### src/rtl/fir_inv_pkg.sv
// rtl/fir_inv_pkg.sv - shared types and constants for the inverse FIR
package fir_inv_pkg;

  // Largest supported filter length, counting the monic h0 tap
  localparam int MAX_TAPS = 8;

  // Default coefficients for taps 1..3
  localparam logic signed [31:0] H1_DEFAULT = 32'sd2;
  localparam logic signed [31:0] H2_DEFAULT = 32'sd3;
  localparam logic signed [31:0] H3_DEFAULT = 32'sd1;

  typedef enum logic [1:0] {
    IDLE = 2'd0,
    MAC  = 2'd1,
    OUT  = 2'd2
  } state_t;

endpackage

### src/rtl/fir_inv_mac.sv
// rtl/fir_inv_mac.sv - combinational multiply-subtract step, 32-bit wrap
module fir_inv_mac (
  input  logic [31:0] acc,
  input  logic [31:0] coeff,
  input  logic [31:0] sample,
  output logic [31:0] result
);

  // Low 32 bits of the product are identical for signed and unsigned operands
  assign result = acc - coeff * sample;

endmodule

### src/rtl/fir_inverse.sv
// rtl/fir_inverse.sv - recursive inverse of a monic FIR, one tap per cycle
module fir_inverse
  import fir_inv_pkg::*;
#(
  parameter int                NTAPS = 4,
  parameter logic signed [31:0] H1   = H1_DEFAULT,
  parameter logic signed [31:0] H2   = H2_DEFAULT,
  parameter logic signed [31:0] H3   = H3_DEFAULT
) (
  input  logic        clk,
  input  logic        rst,
  input  logic        clr,
  input  logic [31:0] din,
  input  logic        din_valid,
  output logic        din_ready,
  output logic [31:0] dataout,
  output logic        dout_valid,
  input  logic        dout_ready
);

  localparam int         NHIST = NTAPS - 1;
  localparam logic [2:0] KLAST = 3'(NTAPS - 1);

  state_t      state;
  state_t      state_nxt;
  logic [31:0] acc;
  logic [2:0]  k;
  logic [31:0] hist [NHIST];
  logic [31:0] coeff;
  logic [31:0] sample;
  logic [31:0] mac_result;
  logic        last_step;

  assign last_step = (k == KLAST);

  // Coefficient for the tap currently being folded in; taps past 3 are zero
  always_comb begin
    coeff = '0;
    case (k)
      3'd1:    coeff = H1;
      3'd2:    coeff = H2;
      3'd3:    coeff = H3;
      default: coeff = '0;
    endcase
  end

  // Past recovered sample paired with tap k (hist[k-1])
  always_comb begin
    sample = '0;
    for (int i = 0; i < NHIST; i++) begin
      if (k == 3'(i + 1)) sample = hist[i];
    end
  end

  fir_inv_mac u_mac (
    .acc    (acc),
    .coeff  (coeff),
    .sample (sample),
    .result (mac_result)
  );

  // State register
  always_ff @(posedge clk or posedge rst) begin
    if (rst) state <= IDLE;
    else     state <= state_nxt;
  end

  // Next state and handshake outputs; clr overrides every transition
  always_comb begin
    state_nxt  = state;
    din_ready  = 1'b0;
    dout_valid = 1'b0;
    case (state)
      IDLE: begin
        din_ready = !rst;
        if (din_valid) state_nxt = MAC;
      end
      MAC: begin
        if (last_step) state_nxt = OUT;
      end
      OUT: begin
        dout_valid = 1'b1;
        if (dout_ready) state_nxt = IDLE;
      end
      default: state_nxt = IDLE;
    endcase
    if (clr) state_nxt = IDLE;
  end

  // Accumulator, tap index, result register and history
  always_ff @(posedge clk or posedge rst) begin
    if (rst) begin
      acc     <= '0;
      k       <= '0;
      dataout <= '0;
      for (int i = 0; i < NHIST; i++) hist[i] <= '0;
    end else if (clr) begin
      acc <= '0;
      k   <= '0;
      for (int i = 0; i < NHIST; i++) hist[i] <= '0;
    end else begin
      case (state)
        IDLE: begin
          if (din_valid) begin
            acc <= din;
            k   <= 3'd1;
          end
        end
        MAC: begin
          acc <= mac_result;
          k   <= k + 3'd1;
          if (last_step) dataout <= mac_result;
        end
        OUT: begin
          // History only advances once the sample has actually left
          if (dout_ready) begin
            hist[0] <= dataout;
            for (int i = 1; i < NHIST; i++) hist[i] <= hist[i-1];
          end
        end
        default: ;
      endcase
    end
  end

endmodule
### config.mk
export PLATFORM = sky130hd
export DESIGN_NAME = fir_inverse
export DESIGN_NICKNAME = d
export VERILOG_FILES = /design/src/rtl/fir_inv_pkg.sv /design/src/rtl/fir_inv_mac.sv /design/src/rtl/fir_inverse.sv
export SDC_FILE = /design/constraint.sdc
export NUM_CORES = 1
export LEC_CHECK = 0
export ABC_AREA = 1
export BUFFER_PORTS_ARGS = -buffer_cell sky130_fd_sc_hd__buf_4
export CELL_PAD_IN_SITES_DETAIL_PLACEMENT = 0
export CELL_PAD_IN_SITES_GLOBAL_PLACEMENT = 2
export CORE_MARGIN = 2
export CORE_UTILIZATION = 36
export CTS_CLUSTER_SIZE = 40
export DETAILED_ROUTE_END_ITERATION = 6
export GPL_TIMING_DRIVEN = 0
export PLACE_DENSITY = 0.82
export SYNTH_ARGS = -nofsm -noshare
export SYNTH_HDL_FRONTEND = slang
export SYNTH_SLANG_ARGS = --single-unit
### constraint.sdc
create_clock -name clk -period 7.1 [get_ports clk]
set_input_delay 1.775 -clock clk [delete_from_list [all_inputs] [get_ports clk]]
set_output_delay 1.775 -clock clk [all_outputs]
set_load 0.05 [all_outputs]
Word-level counts from Yosys, hierarchy flattened

Cells that the tools add are included.

Input bits: 37
Output and inout bits: 34
Word-level logic and storage cells: 48
Register bits after elaboration: 165

Reduce and logical (&&, ||, !) cells: 9
Add/sub/neg operators: 2
Eq/ne operators: 8
Bitwise gates (word level): 1
Mux-type cells: 20
$mul: 1

Operator list:

| operator              | number |
|---|---|
| $mux W96              | 3 |
| $mux W32              | 5 |
| $pmux W32 S2          | 1 |
| $mul A2 B32 Y32       | 1 |
| $sub A32 B32 Y32      | 1 |
| $pmux W2 S3           | 2 |
| $ne A3 B3 Y1 const B  | 3 |
| $mux W2               | 4 |
| $eq A3 B2 Y1 const B  | 2 |
| $mux W3               | 2 |
| $pmux W3 S2           | 1 |
| $reduce_and A3 Y1     | 2 |
| $reduce_and A2 Y1     | 2 |
| $reduce_bool A2 Y1    | 2 |
| $add A3 B1 Y3 const B | 1 |
| $eq A3 B1 Y1 const B  | 1 |
| $reduce_bool A3 Y1    | 1 |
| $eq A2 B1 Y1 const B  | 1 |
| $eq A2 B2 Y1 const B  | 1 |
| $logic_not A2 Y1      | 1 |
| $mux W1               | 2 |
| $logic_not A1 Y1      | 1 |
| $not A1 Y1            | 1 |

Longest topological paths before layout

Depth after elaboration: 8
Depth in mapped cells: 28
Mapped depth without buffers: 27

By module

Synthesis repeated with hierarchy kept, for this count alone.

Cell total of the unflattened synthesis: 3462
Area, all modules: 25988.7 um^2

By module, submodules not included:

| module      | cells each | area each (um^2) | instances | sequential area each (um^2) |
|---|---|---|---|---|
| fir_inv_mac | 2397       | 17976.0          | 1         | 0.0 |
| fir_inverse | 1065       | 8012.7           | 1         | 4129.0 |

Worst setup path after synthesis

OpenSTA, ideal clock, no wires.

Path kind: input port to output port
Start: input port rst
End: output port din_ready
Setup slack: 2.896 ns
Arrival time: 2.429 ns
Path buffers: 0
Stages on the path: 1
Required time: 5.325 ns
Cell sequence: nor2_1

Longest elaborated chain between the ends: 2

Ends and longest elaborated chain:

| what                       | line              | text |
|---|---|---|
| start: declaration         | fir_inverse.sv:11 | `input logic rst,` |
| $logic_not A1 Y1 (no line) | n/a               |  |
| $mux W1                    | fir_inverse.sv:73 | `case (state)` |
| end: declaration           | fir_inverse.sv:15 | `output logic din_ready,` |

Every way passes these cells.

Final worst setup path

Start: register k[0]
End: register dataout[29]

Longest elaborated chain between the ends: 6
Elaborated cells on any way between the ends: 10
Those cells by class: add/sub: 1; mul: 1; eq/ne: 3; mux: 4; reduce/logical: 1

Ends and longest elaborated chain:

| what                     | line                                 | text |
|---|---|---|
| start: declaration       | fir_inverse.sv:27                    | `logic [2:0] k;` |
| start signal: assignment | fir_inverse.sv:111                   | `k <= k + 3'd1;` |
| $eq A3 B1 Y1             | fir_inverse.sv:39, fir_inverse.sv:51 |  |
| $mux W32 (3 in series)   | fir_inverse.sv:51                    | `if (k == 3'(i + 1)) sample = hist[i];` |
| $mul A2 B32 Y32          | fir_inv_mac.sv:10                    | `assign result = acc - coeff * sample;` |
| $sub A32 B32 Y32         | fir_inv_mac.sv:10                    |  |
| end signal: assignment   | fir_inverse.sv:112                   | `if (last_step) dataout <= mac_result;` |
| end: declaration         | fir_inverse.sv:16                    | `output logic [31:0] dataout,` |

Parallel ways exist; a longest one is shown, timed or not.
A chain may end at the register's enable or synchronous reset.

==> out/qor.tcl <==
set qor(worst_slew_margin_rel_pct) 51.4
set qor(pin_count_of_the_biggest_net_entering_global_routing) 114
set qor(synth.cell_area_mm2) 0.0108
set qor(leading_area_contributor_after_synthesis) {sky130_fd_sc_hd__dfrtp_1}
set qor(worst_path_largest_cell_delay_ns) 0.54
set qor(layout.cells.most_common) {sky130_fd_sc_hd__nand2_1}
set qor(critical_path.slowest_cell) {sky130_fd_sc_hd__a22oi_1}
set qor(synth_seq_area_share_pct) 38.4
set qor(tritoncts_clock_tree) {yes}
set qor(cp_max_fo) 10
set qor(count_of_buffers_from_port_buffering) 69
set qor(drt-total-wl_um) 37500
set qor(cts_hold_buf) 0
set qor(layout_common_cells) {397 x sky130_fd_sc_hd__nand2_1, 228 x sky130_fd_sc_hd__inv_1, 173 x sky130_fd_sc_hd__nor2_1}
set qor(io_pins) 71
set qor(p_int_mw) 2.29
set qor(crit_path_end_kind) {flip-flop}
set qor(antenna_violations_before_repair) 0
set qor(placeableCoreArea_mm2) 0.0296
set qor(die_x_um) 177
set qor(max_cap_violations) 0
set qor(combPwrFrac_pct) 48.8
set qor(fmaxAchievable_mhz) 203
set qor(cts-root-to-sink-buffers) 2
set qor(antennaDiodeCount) 0
set qor(route.detailed.drc) 0
set qor(worst-setup-path-type) {reg2reg}
set qor(wl_per_cell_um) 19.0
set qor(remaining_number_of_nets_flagged_by_the_antenna_check_after_routing) 0
set qor(global_route.usage.total_pct) 24.9
set qor(fin_worst_hold_slack_ns) 0.482
set qor(hp-class) {reg2reg}
set qor(postcts_resize_cnt) 0
set qor(synth_fp_nets) 1586
set qor(p_sw_mw) 2.07
set qor(detailedRoute.firstPassIterationCount) 5
set qor(number_of_failing_hold_endpoints_at_the_final_stage) 0
set qor(yosys_register_bits) 165
set qor(area_delta_synth_final_pct) 15.4
set qor(clkLatencyLatePin_ns) 0.44
set qor(reg_clk_slew_reported_paths_ns) 0.06
set qor(clock_tree.root_cell) {sky130_fd_sc_hd__clkbuf_16}
set qor(sw_share_pct) 47.5
set qor(max_slew.worst_pin.slew_ns) 0.729
set qor(hpwl_dp_um) 29800
set qor(syn_area_per_cell_um2) 7.26
set qor(fillers) 3170
set qor(cts_made_buffers) 17
set qor(worst_setup_path_start_kind) {flip-flop}
set qor(floorplan.rows) 63
set qor(power.share.clock_pct) 22.8
set qor(period_minus_slack_ns) 4.93
set qor(grt-ovfl-total) 0
set qor(seqPwrFrac_pct) 28.4
set qor(setup_viol) 0
set qor(floorplan.initialDensity_pct) 36.4
set qor(nNetsFinal) 1675
set qor(timing.final.crit_share_pct) 69.4
set qor(yosys.area.top_type_share_pct) 38.4
set qor(htreeDepth) 4
set qor(netlist_top_cells_area) {sky130_fd_sc_hd__dfrtp_1 38%, sky130_fd_sc_hd__nand2_1 14%, sky130_fd_sc_hd__inv_1 8.0%}
set qor(pwr_density_cell_mw_per_mm2) 351
set qor(timing.critical_path.required_ns) 7.41
set qor(power_total_mw) 4.35
set qor(cp.arrival_ns) 5.24
set qor(die_area_mm2) 0.0313
set qor(first_global_vias) 9620
set qor(cts.repair_timing.setup_buffer_count) 0
set qor(routed_via_density) 4.95
set qor(floorplan.die.height_um) 177
set qor(drive_gt1_share_pct) 9.30
set qor(peakVddDrop_mv) 0.161
set qor(finalClockSkew_ns) 0.0108
set qor(total_leakage_power_nw) 6.23
set qor(synth_warnings) 0
set qor(sequential_cell_area_mm2) 0.00413
set qor(synth_cell_type_count) 36
set qor(multi_input_comb_area_mm2) 0.00545
set qor(outcome) {finished clean}
set qor(final_max_slew_viol_count) 0
set qor(sequence_of_cells_on_the_critical_path) {inv_1 > ha_1 > inv_1 > nor2_4 > nor2_1 > nor2_1 > clkbuf_1 > a22oi_1 > nor2_1 > fa_1 > inv_1 > ha_1 > nand2_1 > nor2_1 > inv_1 > o21ai_0 > a21oi_1 > nand3_1 > nand2_1 > nand2_1 > o21ai_0}
set qor(gpl.final_weighted_congestion) 0.897
set qor(total_number_of_vias) 9754
set qor(setup_repair_after_global_routing_missed_its_margin) {false}
set qor(gate_count_of_the_mapped_netlist) 1481
set qor(grt_pass1_wl_um) 57600
set qor(drt_first_iter_violations) 781
set qor(cts_sinks) 165
==> sequential cells by signal (all words and copies together), names as in the netlist <==
name and cells:
state 2, acc 32, dataout 32, hist 96, k 3
==> layer usage <==
| metal | GRT usage (%) | wire length, µm | share of wire, % | vias to the layer above |
|---|---|---|---|---|
| met4 | 7.71 | 948 | 2.5 | 0 |
| met1 | 36.6 | 18400 | 49 | 4645 |
| met2 | 38.3 | 16600 | 44 | 219 |
| li1 | - | - | - | 4847 |
| met3 | 2.75 | 1520 | 4.1 | 43 |
| met5 | 0 | 0 | 0 | - |
==> kinds of logic after synthesis <==
group	after synthesis	share of synthesized area, %
AOI/OAI and AO/OA	240	13.5
xor gates and xnor gates	14	1.14
adders and majority gates	68	10.0
buffers and inverters	302	10.9
DFF	165	38.4
and+or+nand+nor	692	26.0
==> power by group through the flow <==
stage	clock network (mW)	logic, mW	registers, mW
after CTS	0.999	2.13	1.24
after detailed placement	0	2.11	1.25
after global placement	0	2.11	1.25
after global routing	1.04	2.35	1.25
after floorplan	0	1.14	1.48
final	0.990	2.12	1.24
==> through the flow <==
stage	std cells	area, µm²	worst slack, ns	utilization [%]	TNS (ns)
6_report	1971	12400	2.17	42.0	0
3_5_place_dp	1941	11800	2.26	39.9	0
5_1_grt	1971	12400	1.84	42.0	0
2_1_floorplan	1481	10800	0.863	-	0
4_1_cts	1971	12400	2.23	42.0	0
3_3_place_gp	1940	11800	-1.44	39.8	-235.34
==> cell usage after synthesis <==
library cell               instances
sky130_fd_sc_hd__fa_1             30
sky130_fd_sc_hd__and2_1            2
sky130_fd_sc_hd__nor4_1            2
sky130_fd_sc_hd__o21bai_1          5
sky130_fd_sc_hd__nor3_2            1
sky130_fd_sc_hd__o32ai_2           3
sky130_fd_sc_hd__nand4_1           1
sky130_fd_sc_hd__nor2_4            3
sky130_fd_sc_hd__a21o_1            1
sky130_fd_sc_hd__nand2_2           3
sky130_fd_sc_hd__buf_2            20
sky130_fd_sc_hd__inv_1           229
sky130_fd_sc_hd__nor3_1            4
sky130_fd_sc_hd__inv_2             8
sky130_fd_sc_hd__o31ai_2           1
sky130_fd_sc_hd__o41ai_1           1
sky130_fd_sc_hd__nor2_1          173
sky130_fd_sc_hd__a21oi_1          33
sky130_fd_sc_hd__nand3b_1          4
sky130_fd_sc_hd__nand3_1          99
sky130_fd_sc_hd__or2_2             3
sky130_fd_sc_hd__o22ai_1           8
sky130_fd_sc_hd__dfrtp_1         165
sky130_fd_sc_hd__a31oi_1          10
sky130_fd_sc_hd__xor2_1            7
sky130_fd_sc_hd__clkbuf_1         40
sky130_fd_sc_hd__o211ai_1          2
sky130_fd_sc_hd__buf_4             5
sky130_fd_sc_hd__a21oi_4           1
sky130_fd_sc_hd__a22oi_1          30
sky130_fd_sc_hd__ha_1             38
sky130_fd_sc_hd__o31ai_1          31
sky130_fd_sc_hd__xnor2_1           7
sky130_fd_sc_hd__o21ai_1          12
sky130_fd_sc_hd__o21ai_0         102
sky130_fd_sc_hd__nand2_1         397
==> critical path, delay by kind of cell, from the launching register on <==
kind / cells / cell delay [ns]
buf+inv: 5 / 0.57
compound gates: 4 / 1.17
flops: 1 / 0.38
simple gates: 9 / 1.46
fa+ha+maj: 3 / 1.19
==> path summary, 6_finish.rpt <==
| check | from | to | slack [ns] | cells past startpoint |
|---|---|---|---|---|
| max reg2reg | k[0]$_DFFE_PP0P_ | dataout[29]$_DFFE_PP0P_ | 2.17 | 21 |
| min in group asynchronous | rst | dataout[29]$_DFFE_PP0P_ | 1.36 | 2 |
| min reg2reg | acc[26]$_DFFE_PP0P_ | acc[26]$_DFFE_PP0P_ | 0.48 | 2 |
| min | acc[26]$_DFFE_PP0P_ | acc[26]$_DFFE_PP0P_ | 0.48 | 2 |
| max in group asynchronous | rst | hist[39]$_DFFE_PP0P_ | 4.76 | 3 |
| max | k[0]$_DFFE_PP0P_ | dataout[29]$_DFFE_PP0P_ | 2.17 | 21 |
==> area by class of cell <==
cell class / count / share of cell area, %
clock buffers: 21 / 3.71
plain buffers: 65 / 2.32
clock inverters: 9 / 1.23
well taps: 390 / 3.93
inverters: 237 / 7.23
repair buffers: 70 / 4.40
flip-flops and latches: 165 / 33.3
multi-input cells: 1014 / 43.9
(Power assumes the default switching activity.)
